### src/rtl/alu_pkg.sv
// Shared ALU encodings and the multiply sequencer's state type.
// Also imported by the datapath control decoder.
package alu_pkg;

  localparam logic [2:0] ALU_ADD = 3'b000;
  localparam logic [2:0] ALU_EQ  = 3'b001;

  typedef enum logic [1:0] {
    IDLE,
    RUN,
    DONE
  } mul_state_t;

endpackage

### src/rtl/alu_mul_seq.sv
// Shift-and-add multiply sequencer: borrows the shared ALU adder for WIDTH
// cycles and returns the low WIDTH bits of opa*opb.
module alu_mul_seq
  import alu_pkg::*;
#(
  parameter int WIDTH = 32
) (
  input  logic             clk,
  input  logic             rst_n,
  input  logic             start,
  input  logic             flush,
  input  logic [WIDTH-1:0] opa,
  input  logic [WIDTH-1:0] opb,
  input  logic [WIDTH-1:0] alu_sum,
  output logic             alu_own,
  output logic [WIDTH-1:0] alu_op1,
  output logic [WIDTH-1:0] alu_op2,
  output logic [2:0]       alu_ctrl,
  output logic             busy,
  output logic             done,
  output logic [WIDTH-1:0] result
);

  localparam int CNT_W = $clog2(WIDTH);
  localparam logic [CNT_W-1:0] LAST_CNT = CNT_W'(WIDTH - 1);

  mul_state_t       state_q;
  mul_state_t       state_d;
  logic [WIDTH-1:0] acc;
  logic [WIDTH-1:0] mcand;
  logic [WIDTH-1:0] mplier;
  logic [CNT_W-1:0] cnt;
  logic             accept;
  logic             step;
  logic             last_step;
  logic [WIDTH-1:0] step_acc;

  assign accept    = start && !flush && (state_q != RUN);
  assign step      = (state_q == RUN) && !flush;
  assign last_step = step && (cnt == LAST_CNT);
  // The ALU adds acc + mcand combinationally; keep it only when the multiplier bit is set.
  assign step_acc  = mplier[0] ? alu_sum : acc;

  always_ff @(posedge clk or negedge rst_n) begin
    if (!rst_n) begin
      state_q <= IDLE;
    end else begin
      state_q <= state_d;
    end
  end

  always_comb begin
    state_d = state_q;
    case (state_q)
      IDLE:    if (accept) state_d = RUN;
      RUN: begin
        if (flush)          state_d = IDLE;
        else if (last_step) state_d = DONE;
      end
      DONE:    state_d = accept ? RUN : IDLE;
      default: state_d = IDLE;
    endcase
  end

  always_comb begin
    alu_own = 1'b0;
    busy    = 1'b0;
    done    = 1'b0;
    alu_op1 = '0;
    alu_op2 = '0;
    case (state_q)
      RUN: begin
        alu_own = 1'b1;
        busy    = 1'b1;
        alu_op1 = acc;
        alu_op2 = mcand;
      end
      DONE:    done = 1'b1;
      default: ;
    endcase
  end

  assign alu_ctrl = ALU_ADD;

  // A flush in RUN freezes the working registers; the next accept reloads them anyway.
  always_ff @(posedge clk or negedge rst_n) begin
    if (!rst_n) begin
      acc    <= '0;
      mcand  <= '0;
      mplier <= '0;
      cnt    <= '0;
      result <= '0;
    end else if (accept) begin
      acc    <= '0;
      mcand  <= opa;
      mplier <= opb;
      cnt    <= '0;
    end else if (step) begin
      acc    <= step_acc;
      mcand  <= mcand << 1;
      mplier <= mplier >> 1;
      cnt    <= cnt + 1'b1;
      if (last_step) result <= step_acc;
    end
  end

endmodule

### config.mk
export PLATFORM = sky130hd
export DESIGN_NAME = alu_mul_seq
export DESIGN_NICKNAME = d
export VERILOG_FILES = /design/src/rtl/alu_pkg.sv /design/src/rtl/alu_mul_seq.sv
export SDC_FILE = /design/constraint.sdc
export NUM_CORES = 1
export LEC_CHECK = 0
export ABC_AREA = 1
export CORE_MARGIN = 2
export CORE_UTILIZATION = 41
export DETAILED_ROUTE_END_ITERATION = 10
export PLACE_DENSITY_LB_ADDON = 0.12
export SYNTH_ARGS = -nofsm -noshare
export SYNTH_HDL_FRONTEND = slang
export SYNTH_SLANG_ARGS = --single-unit
### constraint.sdc
create_clock -name clk -period 1.4 [get_ports clk]
set_input_delay 0.14 -clock clk [delete_from_list [all_inputs] [get_ports clk]]
set_output_delay 0.14 -clock clk [all_outputs]
set_load 0.02 [all_outputs]
# [Word level (Yosys, flattened, before mapping)]
# Cells that the tools add are included.
[totals] regBits=135 inputBits=100 output_inout_bits=102 wordCells=41
[classes] addsub=1 n_eq_ne=6 mux=18 n_bitwise=1 n_reduce_logical=9
[ops] cell="$mux W32" count=9
[ops] cell="$mux W5" count=2
[ops] cell="$mux W2" count=3
[ops] cell="$pmux W2 S3" count=1
[ops] cell="$add A5 B1 Y5 const B" count=1
[ops] cell="$eq A5 B5 Y1 const B" count=1
[ops] cell="$logic_and A1 B1 Y1" count=4
[ops] cell="$mux W1" count=3
[ops] cell="$ne A3 B3 Y1 const B" count=1
[ops] cell="$reduce_and A3 Y1" count=1
[ops] cell="$eq A2 B1 Y1 const B" count=1
[ops] cell="$eq A2 B2 Y1 const B" count=1
[ops] cell="$logic_not A2 Y1" count=1
[ops] cell="$ne A2 B1 Y1 const B" count=1
[ops] cell="$ne A2 B2 Y1 const B" count=1
[ops] cell="$reduce_and A2 Y1" count=1
[ops] cell="$reduce_bool A2 Y1" count=1
[ops] cell="$logic_not A1 Y1" count=1
[ops] cell="$not A1 Y1" count=1

# [Depth between registers and ports, before layout]
[logic_depth] word_depth=6 ltp_mapped=9

# [Least setup slack after synthesis]
# Ideal clock, no wire load.
[synth_path] path_kind="register to register" startpoint="register cnt[0]" endpoint="register result[12]" t_arrival_ns=1.431 required_ns=1.335 setup_slack_ns=-0.096 stages_incl_launch_ff=9 path_buffers=1 synth_period_minus_slack_ns=1.496 path_cell_list="dfrtp_1 ha_1 nand2_1 nor2_1 ha_1 inv_1 buf_1 o21ai_1 nand2_1"
[synth_via] elab_chain_len=3
[synth_lines] element="start, declared" line_no="alu_mul_seq.sv:32" text="logic [CNT_W-1:0] cnt;"
[synth_lines] element="start signal, assigned" line_no="alu_mul_seq.sv:102" text="cnt <= cnt + 1'b1;"
[synth_lines] element="$eq A5 B5 Y1" line_no="alu_mul_seq.sv:40" text="assign last_step = step && (cnt == LAST_CNT);"
[synth_lines] element="$logic_and A1 B1 Y1" line_no="alu_mul_seq.sv:40"
[synth_lines] element="$reduce_and A3 Y1 (no source line)"
[synth_lines] element="end signal, assigned" line_no="alu_mul_seq.sv:103" text="if (last_step) result <= step_acc;"
[synth_lines] element="end, declared" line_no="alu_mul_seq.sv:21" text="output logic [WIDTH-1:0] result"
# Every way passes these cells.
# A chain may end at the register's enable or synchronous reset.

# [Worst setup path in the final report]
[layout_path] startpoint="register state_q[1]" endpoint="output port alu_op2[2]"
[layout_via] elab_chain_len=2
[layout_lines] element="start, declared" line_no="alu_mul_seq.sv:27" text="mul_state_t state_q;"
[layout_lines] element="start signal, assigned" line_no="alu_mul_seq.sv:48" text="state_q <= state_d;"
[layout_lines] element="$eq A2 B1 Y1" line_no="alu_mul_seq.sv:71" text="case (state_q)"
[layout_lines] element="$mux W32" line_no="alu_mul_seq.sv:71"
[layout_lines] element="end, declared" line_no="alu_mul_seq.sv:17" text="output logic [WIDTH-1:0] alu_op2,"
# Every way passes these cells.

==> impl_metrics.ini <==
[worst_setup_path]
timing.critical_path.buf_inv = 3
path_cells = inv_2 -> nand2_8 -> clkbuf_16 -> nor2_1 -> buf_4
r2r_cells = 10
worst_path_max_delay_cell = dfrtp_1
reg2reg_slack_ns = -0.20
startpoint_type = flop
worstReg2RegStart = cnt[0]
path_delay_family = buffers and inverters
cp-end-kind = primary output
critPathMaxFanout = 12
crit_required_ns = 1.26
critPathMaxStageDelay_ns = 0.37
regToRegEndpoint = result[9]
crit_type = flop to primary output
arrival_ns = 1.48

[synth]
synthCells = 905
synthSimpleGateAreaFrac = 0.314
synthAdderAreaFrac = 0.00370
synth.distinct_cells = 23
synth.avg_cell_area_sq_um = 7.48
synth_seq_cells = 135
muxShareOfSynthArea = 0.00148
syn_area_sq_um = 6770
synth_compound_area_frac = 0.0741
synth_top_family_by_area = simple AND/OR/NAND/NOR gates
yosys_warnings = 0
seq_area_frac_synth = 0.499
synth-xor-area-share = 0

[floorplan]
io-pin-count = 202
die-area_sq_um = 17600
core_sq_um = 16000
std_cell_rows = 46
die_y_um = 133
initial_core_util = 0.423
die_w_um = 133

[pwr]
power_density_nw_per_um2 = 1160
ir_worst_vdd_mv = 1.01
net-switching-power_w = 0.00375
clockPowerShare = 0.345
p_total_w = 0.0123
p_leak_nw = 5.25
pwr-share-comb = 0.269
p_seq_frac = 0.386
internal-power_w = 0.00853
swShare = 0.306

[cells_and_area]
final_util = 0.661
fin_nets = 1236
antenna_cells = 0
area_growth_pct = 56.2
fillers = 1385
drive_gt1_frac = 0.232

[timing]
setup_viol = 100
drv_slew = 0
maxSlewHeadroom = 0.671
layout_setup_ws_ns = -0.221
max_freq_mhz = 617
fin_crit_ns = 1.62
hold_viol = 0
rsz0062_at_grt = yes
worstMarginPinSlew_ns = 0.489
period_share = 1.16
skew_ns = 0.00465
fin_tns_setup_ns = -17.16

[route]
drt_wl_total_mm = 20.9
drtAntennaViolNets = 0
vias_per_cell = 4.88
first_iter_violations = 355
drtPass1Iterations = 5
drc = 0
wl_per_cell_um = 15.3
via_count = 6639

[clock_tree]
cts_tree = yes
clock_path_buffers = 2
clkLatencyLatePin_ns = 0.42
numCtsBuffers = 17
root_buffer = clkbuf_16
path_clk_slew_ns = 0.05
htreeDepth = 4
clock_sinks = 135

[placed_design]
pre_cts_slack_ns = -0.308
numPortBuffers = 198
gp_congestion = 0.792
dp_hpwl_mm = 13.1

[global_route]
grt_pass1_wl_mm = 33.0
grt_use_total = 0.234
grt-ovfl-total = 0
grt_pass1_vias = 6483
antenna_found_initial = 0
grt_max_degree = 66

[hold_path]
hp-class = primary input to async pin

[outcome]
violations = setup timing
status = finished with violations

[flow_run]
max_cap_viol_count = 0
==> metrics by stage <==
stage	hold WS, ns	instances	cell area, sq um
final	0.214	1361	10600
after global routing	0.247	1361	10600
after CTS	0.223	1355	10200
after global placement	0.0878	1315	9340
after floorplan	-0.156	907	6790
after detailed placement	0.0827	1315	9340
==> layer usage <==
layer / global-route usage / up-vias / wire length, um
met5: 0 / - / 0
met4: 0.0830 / 0 / 483
met2: 0.380 / 206 / 10100
li1: - / 3277 / -
met3: 0.0437 / 34 / 1010
met1: 0.314 / 3122 / 9280
==> worst max path at each step <==
stage                           from          end  slack (ns)  cells after the start
after floorplan               cnt[0]   result[10]       -0.03                      8
after global routing          cnt[1]   result[20]       -0.29                     10
after global placement    state_q[1]   alu_op2[0]       -0.28                      5
after detailed placement  state_q[1]   alu_op2[0]       -0.31                      5
after CTS                 state_q[1]  alu_op1[31]       -0.21                      5
final                     state_q[1]   alu_op2[2]       -0.22                      5
==> power by group through the flow <==
stage / sequential (W) / combinational (W) / clock (W)
2_1_floorplan: 0.00472 / 0.00164 / 0
3_3_place_gp: 0.00478 / 0.00280 / 0
3_5_place_dp: 0.00478 / 0.00285 / 0
4_1_cts: 0.00473 / 0.00310 / 0.00430
5_1_grt: 0.00480 / 0.00365 / 0.00445
6_report: 0.00474 / 0.00330 / 0.00424
==> cells in the mapped netlist, drive strengths merged <==
cell | n | area, sq um
buf | 46 | 265
clkbuf | 17 | 63.8
conb | 1 | 3.75
dfrtp | 135 | 3380
ha | 2 | 25.0
inv | 105 | 394
mux2i | 1 | 10.0
nand2 | 301 | 1140
nand3 | 96 | 485
nand3b | 31 | 233
nor2 | 69 | 264
o21ai | 99 | 495
o22ai | 1 | 6.26
or2 | 1 | 6.26
==> cells by family (layout without fill, tap and decap cells) <==
kind of cell    Yosys count  count (layout)
fa+ha+maj                 2               2
simple gates            498             498
mux                       1               1
other cells               1               3
buf+inv                 168             406
flops                   135             135
compound gates          100             100
==> placed cells by master (no fill, tap or decap), types with 2 or more instances in the layout <==
cell / n
nor2_2: 29
o21ai_0: 85
buf_4: 57
clkdlybuf4s50_1: 98
clkbuf_16: 21
nand2_2: 25
nand2_4: 5
buf_12: 18
nor2_4: 28
dlygate4sd2_1: 32
buf_8: 2
nand3_1: 95
conb_1: 3
clkinv_2: 2
clkbuf_8: 5
nand2_1: 270
o21ai_1: 14
inv_2: 6
nor2_1: 12
dfrtp_1: 133
nand3b_1: 31
clkbuf_1: 5
dfrtp_2: 2
buf_6: 56
ha_2: 2
inv_1: 98
buf_16: 3
==> state kept, by name, indices dropped and copies added, names as in the netlist <==
signal,flops
state_q,2
acc,32
mplier,32
cnt,5
mcand,32
result,32
==> final cells by class <==
type / count / area [sq um] / share of cell area
clock buffer: 27 / 513 / 0.0485
inverter: 105 / 397 / 0.0375
clock inverter: 3 / 40.0 / 0.00379
sequential: 135 / 3380 / 0.320
tap: 216 / 270 / 0.0256
multi-input combinational: 604 / 3070 / 0.291
timing repair buffer: 271 / 2900 / 0.274
==> what timing repair did <==
| item | in CTS | in global routing |
|---|---|---|
| setup buffers | 5 | 3 |
| hold buffers | 1 | 0 |
| endpoints found under the hold margin | 41 | 0 |
| gates cloned | 4 | 4 |
| pin swaps | 7 | 9 |
| setup endpoints to repair | 201 | 175 |
| gates resized for setup | 467 | 82 |
==> worst register-to-register path, stage by stage (launching register included) <==
cell	delay (ns)
dfrtp_1	0.35
ha_2	0.19
nand2_2	0.06
nor2_2	0.08
ha_2	0.21
inv_4	0.06
nor2_4	0.16
buf_4	0.16
clkbuf_16	0.14
nand2_1	0.05
nand2_1	0.07
No activity file was read; power rests on OpenSTA's default activity.
